## src/rtl/alu_pkg.sv

```systemverilog
// Shared definitions for the execute-stage divider: state encoding and constants.
package alu_pkg;

  localparam int DIV_WIDTH = 32;

  typedef enum logic [1:0] {
    IDLE = 2'd0,
    RUN  = 2'd1,
    FIX  = 2'd2,
    DONE = 2'd3
  } div_state_e;

  localparam logic [DIV_WIDTH-1:0] DIV_DZ_QUOTIENT = '1;

endpackage

```

## src/rtl/alu_div_if.sv

```systemverilog
// Request/response bundle between the execute stage and the multi-cycle divider.
interface alu_div_if #(
  parameter int WIDTH = alu_pkg::DIV_WIDTH
) ();

  logic             start_i;
  logic             signed_i;
  logic [WIDTH-1:0] src1;
  logic [WIDTH-1:0] src2;
  logic             busy_o;
  logic             done_o;
  logic [WIDTH-1:0] quotient;
  logic [WIDTH-1:0] remainder;
  logic             zero;
  logic             div_by_zero;
  logic             overflow;

  modport master (
    output start_i, signed_i, src1, src2,
    input  busy_o, done_o, quotient, remainder, zero, div_by_zero, overflow
  );

  modport slave (
    input  start_i, signed_i, src1, src2,
    output busy_o, done_o, quotient, remainder, zero, div_by_zero, overflow
  );

endinterface

```

## src/rtl/alu_div_step.sv

```systemverilog
// One restoring-division iteration: shift {rem, dvd} left, trial-subtract the divisor.
module div_step #(
  parameter int WIDTH = 32
) (
  input  logic [WIDTH-1:0] rem,
  input  logic [WIDTH-1:0] dvd,
  input  logic [WIDTH-1:0] divisor,
  output logic [WIDTH-1:0] rem_next,
  output logic [WIDTH-1:0] dvd_next,
  output logic             q_bit
);

  logic [WIDTH:0] shifted;
  logic [WIDTH:0] trial;

  // The extra top bit of trial acts as the borrow: set means the subtraction went negative.
  assign shifted  = {rem, dvd[WIDTH-1]};
  assign trial    = shifted - {1'b0, divisor};
  assign q_bit    = ~trial[WIDTH];
  assign rem_next = q_bit ? trial[WIDTH-1:0] : shifted[WIDTH-1:0];
  assign dvd_next = {dvd[WIDTH-2:0], q_bit};

endmodule

```

## src/rtl/alu_div.sv

```systemverilog
// Multi-cycle restoring divider, one quotient bit per clock, with sign fix-up and status flags.
module alu_div
  import alu_pkg::*;
#(
  parameter  int WIDTH = DIV_WIDTH,
  localparam int CNT_W = $clog2(WIDTH) + 1
) (
  input logic     clk_i,
  input logic     rst_i,
  alu_div_if.slave bus
);

  localparam logic [WIDTH-1:0] MOST_NEG = {1'b1, {(WIDTH-1){1'b0}}};

  div_state_e       state, state_next;
  logic [CNT_W-1:0] counter;
  logic [WIDTH-1:0] rem, dvd, divisor, src1_raw;
  logic             neg_q, neg_r, dz, ovf;
  logic [WIDTH-1:0] rem_next, dvd_next;
  logic             q_bit;
  logic [WIDTH-1:0] mag1, mag2, q_fixed, r_fixed;
  logic [WIDTH-1:0] quotient_q, remainder_q;
  logic             zero_q, dz_q, ovf_q;
  logic             accept;

  div_step #(.WIDTH(WIDTH)) u_step (
    .rem      (rem),
    .dvd      (dvd),
    .divisor  (divisor),
    .rem_next (rem_next),
    .dvd_next (dvd_next),
    .q_bit    (q_bit)
  );

  assign accept = (state == IDLE) && bus.start_i;
  // The magnitude of the most-negative value still fits in WIDTH unsigned bits.
  assign mag1    = (bus.signed_i && bus.src1[WIDTH-1]) ? -bus.src1 : bus.src1;
  assign mag2    = (bus.signed_i && bus.src2[WIDTH-1]) ? -bus.src2 : bus.src2;
  assign q_fixed = neg_q ? -dvd : dvd;
  assign r_fixed = neg_r ? -rem : rem;

  // NOTE: sequential state uses non-blocking assignments so every register sees pre-edge values.
  always_ff @(posedge clk_i or posedge rst_i) begin
    if (rst_i) state <= IDLE;
    else       state <= state_next;
  end

  // NOTE: state_next gets a default before the case so no path can infer a latch.
  always_comb begin
    state_next = state;
    unique case (state)
      IDLE: if (bus.start_i) state_next = (bus.src2 == '0) ? FIX : RUN;
      RUN:  if (counter == CNT_W'(1)) state_next = FIX;
      FIX:  state_next = DONE;
      DONE: state_next = IDLE;
      default: state_next = IDLE;
    endcase
  end

  always_comb begin
    bus.busy_o = (state == RUN) || (state == FIX);
    bus.done_o = (state == DONE);
  end

  // NOTE: the datapath is reset too, so an aborted division leaves no stale operands behind.
  always_ff @(posedge clk_i or posedge rst_i) begin
    if (rst_i) begin
      counter  <= '0;
      rem      <= '0;
      dvd      <= '0;
      divisor  <= '0;
      src1_raw <= '0;
      neg_q    <= 1'b0;
      neg_r    <= 1'b0;
      dz       <= 1'b0;
      ovf      <= 1'b0;
    end else if (accept) begin
      counter  <= CNT_W'(WIDTH);
      rem      <= '0;
      dvd      <= mag1;
      divisor  <= mag2;
      src1_raw <= bus.src1;
      neg_q    <= bus.signed_i && (bus.src1[WIDTH-1] ^ bus.src2[WIDTH-1]);
      neg_r    <= bus.signed_i && bus.src1[WIDTH-1];
      dz       <= (bus.src2 == '0);
      ovf      <= bus.signed_i && (bus.src1 == MOST_NEG) && (bus.src2 == '1);
    end else if (state == RUN) begin
      counter <= counter - CNT_W'(1);
      rem     <= rem_next;
      dvd     <= dvd_next;
    end
  end

  always_ff @(posedge clk_i or posedge rst_i) begin
    if (rst_i) begin
      quotient_q  <= '0;
      remainder_q <= '0;
      zero_q      <= 1'b0;
      dz_q        <= 1'b0;
      ovf_q       <= 1'b0;
    end else if (state == FIX) begin
      if (dz) begin
        quotient_q  <= {WIDTH{DIV_DZ_QUOTIENT[0]}};
        remainder_q <= src1_raw;
        zero_q      <= 1'b0;
        dz_q        <= 1'b1;
        ovf_q       <= 1'b0;
      end else begin
        quotient_q  <= q_fixed;
        remainder_q <= r_fixed;
        zero_q      <= (dvd == '0);
        dz_q        <= 1'b0;
        ovf_q       <= ovf;
      end
    end
  end

  assign bus.quotient    = quotient_q;
  assign bus.remainder   = remainder_q;
  assign bus.zero        = zero_q;
  assign bus.div_by_zero = dz_q;
  assign bus.overflow    = ovf_q;

endmodule
```

## src/flat_wrapper.sv

```systemverilog
// flat-port wrapper written by rule: the top's interface ports become plain ports
module alu_div_flat import alu_pkg::*;
#(
  parameter  int WIDTH = DIV_WIDTH,
  localparam int CNT_W = $clog2(WIDTH) + 1
)
  (clk_i, rst_i, bus_start_i, bus_signed_i, bus_src1, bus_src2, bus_busy_o, bus_done_o, bus_quotient, bus_remainder, bus_zero, bus_div_by_zero, bus_overflow);
  alu_div_if #(.WIDTH(WIDTH)) bus_i ();
  input logic clk_i;
  input logic rst_i;
  input wire logic [$bits(bus_i.start_i)-1:0] bus_start_i;
  input wire logic [$bits(bus_i.signed_i)-1:0] bus_signed_i;
  input wire logic [$bits(bus_i.src1)-1:0] bus_src1;
  input wire logic [$bits(bus_i.src2)-1:0] bus_src2;
  output wire logic [$bits(bus_i.busy_o)-1:0] bus_busy_o;
  output wire logic [$bits(bus_i.done_o)-1:0] bus_done_o;
  output wire logic [$bits(bus_i.quotient)-1:0] bus_quotient;
  output wire logic [$bits(bus_i.remainder)-1:0] bus_remainder;
  output wire logic [$bits(bus_i.zero)-1:0] bus_zero;
  output wire logic [$bits(bus_i.div_by_zero)-1:0] bus_div_by_zero;
  output wire logic [$bits(bus_i.overflow)-1:0] bus_overflow;
  assign bus_i.start_i = bus_start_i;
  assign bus_i.signed_i = bus_signed_i;
  assign bus_i.src1 = bus_src1;
  assign bus_i.src2 = bus_src2;
  assign bus_busy_o = bus_i.busy_o;
  assign bus_done_o = bus_i.done_o;
  assign bus_quotient = bus_i.quotient;
  assign bus_remainder = bus_i.remainder;
  assign bus_zero = bus_i.zero;
  assign bus_div_by_zero = bus_i.div_by_zero;
  assign bus_overflow = bus_i.overflow;
  alu_div #(.WIDTH(WIDTH)) u_core (.clk_i(clk_i), .rst_i(rst_i), .bus(bus_i));
endmodule
```

## config.mk

```make
export PLATFORM = sky130hd
export DESIGN_NAME = alu_div_flat
export DESIGN_NICKNAME = d
export VERILOG_FILES = /design/src/rtl/alu_pkg.sv /design/src/rtl/alu_div_if.sv /design/src/rtl/alu_div_step.sv /design/src/rtl/alu_div.sv /design/src/flat_wrapper.sv
export SDC_FILE = /design/constraint.sdc
export NUM_CORES = 1
export LEC_CHECK = 0
export CORE_MARGIN = 1
export CORE_UTILIZATION = 30
export DETAILED_ROUTE_END_ITERATION = 6
export SETUP_SLACK_MARGIN = 0.5
export SYNTH_ARGS = -nofsm -noshare
export SYNTH_HDL_FRONTEND = slang
export SYNTH_SLANG_ARGS = --single-unit
```

## constraint.sdc

```tcl
create_clock -name clk_i -period 20.7 [get_ports clk_i]
set_clock_uncertainty 0.1 [all_clocks]
set_input_delay 5.175 -clock clk_i [delete_from_list [all_inputs] [get_ports clk_i]]
set_output_delay 5.175 -clock clk_i [all_outputs]
set_load 0.05 [all_outputs]
```

# Yosys cells after proc, flatten, opt, wreduce, memory -nomap -nowiden
# Index checks and enable logic that the tools add are counted.
# classes
addsub	6
eq_ne	8
n_mux	20
bitwise	2
reduce_logical	12
# op_table
cell	n
two-way mux 32 bit	11
negation 32 bit	4
equality test 32 bit, second input constant	2
zero test 32 bit	2
subtractor 33 x 32 -> 33 bit	1
two-way mux 6 bit	2
one-hot mux 2 bit (4 select lines)	1
equality test 6 x 1 -> 1 bit, second input constant	1
logical AND 1 bit	6
two-way mux 2 bit	3
subtractor 6 x 1 -> 6 bit, second input constant	1
equality test 2 bit, second input constant	2
two-way mux 1 bit	3
equality test 2 x 1 -> 1 bit, second input constant	1
zero test 2 bit	1
!= test 2 x 1 -> 1 bit, second input constant	1
!= test 2 bit, second input constant	1
AND reduction 2 bit	1
nonzero test 2 bit	1
logical OR 1 bit	1
inverter 1 bit	1
bitwise XOR 1 bit	1
# word_totals
ff_bits	207
inputBits	68
output_inout_bits	69

# Longest topological paths before layout
# Gate-level depths: netlist of run 1.
# logic_depth
ltp_word	4
mapped_depth	13

# By module
# A second synthesis of run 1 with hierarchy kept.
# hier_totals
cells_unflattened	1604
area_unflattened_um2	14048.5
# by_module_without_submodules
mod	instances	cells_per_inst	area_each_um2	seq_area_each_um2
alu_div	1	1267	11449.7	5180.0
div_step	1	337	2598.7	0.0

# Worst setup path after synthesis of run 1
# Ideal clock, no wire load.
# synth_timing
path_kind	input-to-reg
startpoint	input port bus_src2[11]
endpoint	register u_core.divisor[29]
setup_time_ns	0.133
arrival_time_ns	7.021
required_time_ns	20.467
slack_ns	13.446
stages	9
cell_sequence	or4_1 > nor4_1 > nand3_1 > or2_2 > nor2_1 > nand2_1 > o21ai_0 > xor2_1 > o21ai_0
# synth_between
elab_chain_cells	2
# synth_rtl
element	line_no	text
start: declaration	flat_wrapper.sv:14	input wire logic [$bits(bus_i.src2)-1:0] bus_src2;
negation 32 bit	alu_div.sv:38	assign mag2 = (bus.signed_i && bus.src2[WIDTH-1]) ? -bus.src2 : bus.src2;
two-way mux 32 bit	alu_div.sv:38	
end signal: assignment	alu_div.sv:81	divisor <= mag2;
end: declaration	alu_div.sv:17	logic [WIDTH-1:0] rem, dvd, divisor, src1_raw;
# No other way between the ends.
# A chain may end at the register's enable or synchronous reset.

# Worst setup path in the final report of run 1
# layout_timing
startpoint	input port bus_src2[11]
endpoint	register u_core.state[0]
# layout_between
elab_chain_cells	4
# layout_rtl
element	line_no	text
zero test 32 bit	alu_div.sv:52	IDLE: if (bus.start_i) state_next = (bus.src2 == '0) ? FIX : RUN;
two-way mux 2 bit (2 in series)	alu_div.sv:52	
one-hot mux 2 bit (4 select lines)	alu_div.sv:51	unique case (state)
end signal: assignment	alu_div.sv:45	else state <= state_next;
end: declaration	alu_div.sv:15	div_state_e state, state_next;
# No other way between the ends. The select of a mux whose other input is x is not followed.

==> run metrics, run 1 <==
outcome=finished clean; die height=around 210 um; Yosys reg bits=a little over 200; power density over the cells=190 nW/um^2; Synth Cell Area=roughly 13000 um^2; Req. time, crit path=20.99 ns; share of post-route cells with drive strength above 1=5.66%; DP HPWL=27.3 mm; die area=44700 um^2; Placed Cells=2218; Cells on Worst Hold Path=2; CP Max Fanout=7; All-Layer GR Usage=between 10% and 20%; first-pass GRT wire length=approximately 60 mm; Worst setup SP type=primary input; Seq/Total Area, Yosys=39.4%; Slew Viols, Final=0; DRT Wirelength=about 37 mm; static leakage=6.64 nW; H-tree Lvls=1; Slew @ Worst Pin=1.22 ns; Max Freq=~0.13 GHz; area grow syn2layout=20.8%; DR iter-0 viols=786; CTS Sinks=207; Rows=76; r2r worst-path depth=12; cts hold-fix bufs=0; clk_lat worst skew=0.53 ns; ys flop type=dfrtp_1; crit path time final=around 7.7 ns; antenna violations before repair=2; post-DR vias/cell=4.98; most frequent cells in the layout=302 x nand2_1, 206 x dfrtp_1, 168 x o21ai_0; setup TNS=0 ns; met1 Use GR=24.4%; CP arrival=7.95 ns; r2r startpoint=u_core.dvd[31]; gpl congestion=0.829; fraction of registers with async set/reset=100%; final hold vios=0; DRT antenna net count=0; Starting Density=30.4%; Mapped Nets=1679; Die Wd=211 um; Antenna Cells=0; Hold Startpoint=u_core.src1_raw[11]; vias in the first global route=10700; Post-synth EDFFs=0; Core ar.=43200 um^2; commonest non-fill, non-tap cell in the layout=nand2_1; Netlist cell types=62; DP Area=15000 um^2; relative slew slack=18.0%; vias post-DR=11300; Post-CTS Resized=0; Critical Path End Type=flop; met3 usage=1.94%; Worst R2R Setup Slack=around 17 ns; DRT Pass-1 Iters=6; RSZ-0062 raised after global routing=false; Post-Layout Cell Count=roughly 2300; HP Class=flop to flop; largest vdd supply drop=between 0.08 and 0.09 mV; clock slew seen by the registers of the worst setup and hold paths=about 0.06 ns; setup bufs post-CTS=0; Max Root-Sink Buffers=3; Worst Setup SP=bus_src2[11]; Avg Inst Size Synth=8.39 um^2; CP Class=primary input to flop; final setup fails=0; Final Instance Area=15900 um^2; TritonCTS clock tree=built; # IOs=137; GR Overflow Total=0; Post-Syn Instances=1566; Final period util=37.0%; met2 Usage GRT=between 20% and 30%; Setup WS pre-CTS=12.49 ns; GRT busiest layer=met2; nets@finish=1773; Final WS setup=13.04 ns; drt wl/cell=16.3 um; Num CTS Buffers=25; CTS root buffer=clkbuf_16; Fillers=4486; r2r endpoint=u_core.rem[18]; Worst Hold Path EP=u_core.src1_raw[11]; Synth warnings=0; IO Port Bufs=between 100 and 150; DR DRC count=0; pin count of the biggest net entering global routing=140; max_cap viols=0
[logic make-up (layout without fill, tap and decap cells)]
logic type / count (synthesis) / count (layout) / share of synthesized area [%]
AO/OA/AOI/OAI: 390 / 390 / 17.4
XOR/XNOR: 147 / 147 / 9.85
adder cells (fa/ha/maj): 45 / 45 / 4.34
buffers and inverters: 134 / 246 / 4.08
flip-flops: 207 / 207 / 39.4
multiplexers: 67 / 67 / 5.35
AND/OR/NAND/NOR: 576 / 576 / 19.6
[routing by layer]
| metal | routed length, um | vias up | part of all wire, % |
|---|---|---|---|
| met3 | 1920 | 49 | 5.2 |
| met4 | 720 | 2 | 1.9 |
| met1 | 18200 | 5291 | 49 |
| met2 | 16100 | 283 | 44 |
| met5 | 8 | - | 0.022 |
| li1 | - | 5637 | - |
[worst max-delay path: stages]
cell and delay, ns:
clkdlybuf4s50_1 0.52, or4_1 0.62, nor4_1 0.27, nand3_1 0.14
nor3_1 0.41, nand2_1 0.17, nor3_1 0.38, nand2_1 0.09
o21ai_0 0.08, o21ai_0 0.09
[final cells by class]
| type | count | area [um^2] | area share (%) |
|---|---|---|---|
| clock inverters | 10 | 160 | 1.01 |
| flip-flops and latches | 207 | 5180 | 32.6 |
| clock buffers | 35 | 703 | 4.43 |
| multi-input cells | 1225 | 7460 | 47.0 |
| inverters | 57 | 221 | 1.39 |
| repair buffers | 144 | 1420 | 8.95 |
| well taps | 585 | 732 | 4.61 |
[synthesized netlist by cell type, types with 4 or more instances]
cell | n | share of area (%)
nand2_1 | 303 | 8.7
dfrtp_1 | 207 | 39
o21ai_0 | 168 | 6.4
nor2_1 | 117 | 3.3
a21oi_1 | 99 | 3.8
xor2_1 | 87 | 5.8
clkbuf_1 | 65 | 1.9
xnor2_1 | 59 | 3.9
inv_1 | 56 | 1.6
ha_1 | 44 | 4.2
mux2i_1 | 41 | 3.1
nor3_1 | 30 | 1.1
a31oi_1 | 29 | 1.4
o31ai_1 | 29 | 1.7
mux2_2 | 26 | 2.2
nand3_1 | 22 | 0.84
o41ai_1 | 14 | 0.93
nand4_1 | 13 | 0.62
or3_1 | 12 | 0.57
or4_1 | 12 | 0.69
nor2b_1 | 11 | 0.52
nor4_1 | 11 | 0.52
a21o_1 | 9 | 0.51
nand2b_1 | 9 | 0.43
o21a_1 | 9 | 0.51
and3_1 | 8 | 0.38
a211oi_1 | 7 | 0.40
o211ai_1 | 6 | 0.34
and2_1 | 5 | 0.24
buf_1 | 5 | 0.14
and4_1 | 4 | 0.27
buf_6 | 4 | 0.34
nand3b_1 | 4 | 0.23
or2_2 | 4 | 0.19
[power breakdown]
group	switching (mW)	internal [mW]	leakage [nW]
Combinational	1.07	0.668	3.69
Clock	0.176	0.286	0.421
Sequential	0.217	0.601	2.52
[worst max-delay path by stage]
stage	end	slack, ns	cells after the start
2_1_floorplan	u_core.bus.div_by_zero	9.77	1
5_1_grt	u_core.state[0]	12.85	10
4_1_cts	bus_busy_o	13.04	3
3_3_place_gp	u_core.state[0]	12.53	10
3_5_place_dp	u_core.state[0]	12.49	10
6_report	u_core.state[0]	13.04	10
[flip-flops by register name (all words and copies together), names as in the netlist, 2 cells and up]
signal	flops
u_core.bus.quotient	32
u_core.bus.remainder	32
u_core.divisor	32
u_core.dvd	32
u_core.rem	32
u_core.src1_raw	32
u_core.counter	6
u_core.state	2
[metrics by stage]
step                hold slack (ns)  util, %  power (mW)
global route                  0.397     36.8        3.26
CTS                           0.380     36.8        3.03
floorplan                     0.343        -        2.06
finish                        0.378     36.8        3.01
detailed placement            0.364     34.8        2.55
global placement              0.358     34.8        2.52
Power figures use the tool's default switching activity.
==> run 2: changes to the inputs <==
Clock period 20.7 ns to 7.57 ns, I/O delays scaled along.
==> run metrics, run 2 (synthesis gave the netlist of run 1 again) <==
outcome=finished clean (unchanged); CP Max Fanout=7 (unchanged); Final period util=61.1%; Num CTS Buffers=25 (unchanged); gpl congestion=0.827 (was 0.829); DRT Pass-1 Iters=5 (was 6); # IOs=137 (unchanged); Rows=76 (unchanged); nets@finish=1773 (unchanged); setup bufs post-CTS=0 (unchanged); DP HPWL=26.8 mm (was 27.3 mm); post-DR vias/cell=4.98 (about the same); Max Root-Sink Buffers=3 (unchanged); DR iter-0 viols=852 (was 786); Setup WS pre-CTS=2.44 ns (was 12.49 ns); vias post-DR=11300 (about the same); share of post-route cells with drive strength above 1=5.72% (was 5.66%); Post-CTS Resized=0 (unchanged); slowest stage delay, CP=0.62 ns (about the same); most frequent cells in the layout=302 x nand2_1, 206 x dfrtp_1, 168 x o21ai_0 (unchanged); r2r worst-path depth=12 (unchanged); relative slew slack=19.7% (was 18.0%); Final WS setup=2.94 ns (was 13.04 ns); CTS root buffer=clkbuf_16 (unchanged); Max Freq=0.216 GHz; Cells on Worst Hold Path=2 (unchanged); clk_lat worst skew=0.55 ns (was 0.53 ns); static leakage=6.61 nW (was 6.64 nW); Antenna Cells=0 (unchanged); max_cap viols=0 (unchanged); met3 usage=1.94% (unchanged); met2 Usage GRT=25.4% (was 25.8%); All-Layer GR Usage=16.4% (was 16.6%); Slew Viols, Final=0 (unchanged); Die Wd=211 um (unchanged); area grow syn2layout=20.5% (was 20.8%); Post-Layout Cell Count=2264 (was 2263); final hold vios=0 (unchanged); Starting Density=30.4% (unchanged); final setup fails=0 (unchanged); TritonCTS clock tree=built (unchanged); HP Class=flop to flop (unchanged); setup TNS=0 ns (unchanged); DRT antenna net count=0 (unchanged); Worst Hold Path EP=u_core.src1_raw[16] (was u_core.src1_raw[11]); Worst R2R Setup Slack=3.48 ns (was 16.54 ns); CTS Sinks=207 (unchanged); CP Class=primary input to flop (unchanged); Bufs and invs on worst path=1 (unchanged); GR Overflow Total=0 (unchanged); r2r startpoint=u_core.dvd[31] (unchanged); largest vdd supply drop=0.223 mV (was 0.0853 mV); Sw Pwr=3.99 mW (was 1.46 mW); r2r endpoint=u_core.rem[18] (unchanged); pin count of the biggest net entering global routing=171 (was 140); Internal=4.16 mW (was 1.55 mW); CP arrival=4.92 ns (was 7.95 ns); DRT Wirelength=36.9 mm (was 37.0 mm); Combinational Power Share=58.1% (was 57.5%); Req. time, crit path=7.86 ns (was 20.99 ns); Crit path max-delay family=simple AND/OR/NAND/NOR gates (unchanged); sequential power share=27.3% (was 27.1%); Core ar.=43200 um^2 (unchanged); Placed Cells=2218 (unchanged); crit path time final=4.63 ns; Max stage delay cell, worst path=or4_1 (unchanged); met1 Use GR=24.0% (was 24.4%); GRT busiest layer=met2 (unchanged); cts hold-fix bufs=0 (unchanged); commonest non-fill, non-tap cell in the layout=nand2_1 (unchanged); first-pass GRT wire length=58.7 mm (was 59.7 mm); switching part of the total=48.9% (was 48.4%); worst-path cell chain=clkdlybuf4s50_1 > or4_1 > nor4_1 > nand3_1 > nor3_1 > nand2_1 > nor3_1 > nand2_1 > o21ai_0 > o21ai_0 (unchanged); power density over the cells=515 nW/um^2 (was 190 nW/um^2); drt wl/cell=16.3 um (about the same); Slew @ Worst Pin=1.20 ns (was 1.22 ns); IO Port Bufs=136 (unchanged); Critical Path End Type=flop (unchanged); antenna violations before repair=0 (was 2); die height=211 um (unchanged); Worst setup SP type=primary input (unchanged); clock share of power=14.6% (was 15.4%); vias in the first global route=10600 (was 10700); die area=44700 um^2 (unchanged); H-tree Lvls=1 (unchanged); DR DRC count=0 (unchanged); clock slew seen by the registers of the worst setup and hold paths=0.06 ns (about the same); RSZ-0062 raised after global routing=false (unchanged); Hold Startpoint=u_core.src1_raw[16] (was u_core.src1_raw[11])
[run 2: cell count changes in the layout (fill, tap and decap cells not counted), sizes merged]
cell and change:
clkinvlp +2, inv -1, clkinv +2, bufinv -3, clkbuf +1
[run 2: through the flow]
step	power [mW]	cell area, um^2	hold WS [ns]	util (%)
final	8.15	15800	0.376	36.7
after CTS	8.20	15800	0.379	36.7
after global routing	8.81	15800	0.398	36.7
after floorplan	5.65	13100	0.343	-
after detailed placement	6.96	15000	0.362	34.8
after global placement	6.88	15000	0.357	34.8
[run 2: final cells by class]
| type | count | area (um^2) |
|---|---|---|
| Multi-Input combinational cell | 1225 | 7460 |
| Sequential cell | 207 | 5180 |
| Tap cell | 585 | 732 |
| Clock inverter | 10 | 95.1 |
| Clock buffer | 36 | 717 |
| Inverter | 57 | 218 |
| Timing Repair Buffer | 144 | 1430 |
| Fill cell | 4479 | 27300 |
[run 2: worst min-delay path, cell delays in order, from the launching register on]
cell and delay, ns:
dfrtp_1 0.34, nand2_1 0.05, nand2_1 0.06
[run 2: routing by layer]
metal	up-vias	part of all wire, %
li1	5614	-
met3	45	4.1
met2	249	44
met1	5377	50
met5	-	0
met4	0	2.2
[run 2: worst max-delay path by stage]
stage	start	to	slack, ns	depth (start not counted)
after floorplan	rst_i	u_core.bus.div_by_zero	2.89	1
after global placement	bus_src2[11]	u_core.state[0]	2.52	10
after detailed placement	bus_src2[11]	u_core.state[0]	2.44	10
after CTS	bus_src2[11]	u_core.state[0]	3.01	10
after global routing	bus_src2[11]	u_core.state[0]	2.69	10
final	bus_src2[11]	u_core.state[0]	2.94	10
[run 2: power groups by stage]
stage / sequential (mW) / combinational, mW / clock, mW
after floorplan: 2.61 / 3.04 / 0
after global placement: 2.21 / 4.66 / 0
after detailed placement: 2.23 / 4.73 / 0
after CTS: 2.22 / 4.75 / 1.23
after global routing: 2.31 / 5.23 / 1.27
final: 2.22 / 4.74 / 1.19
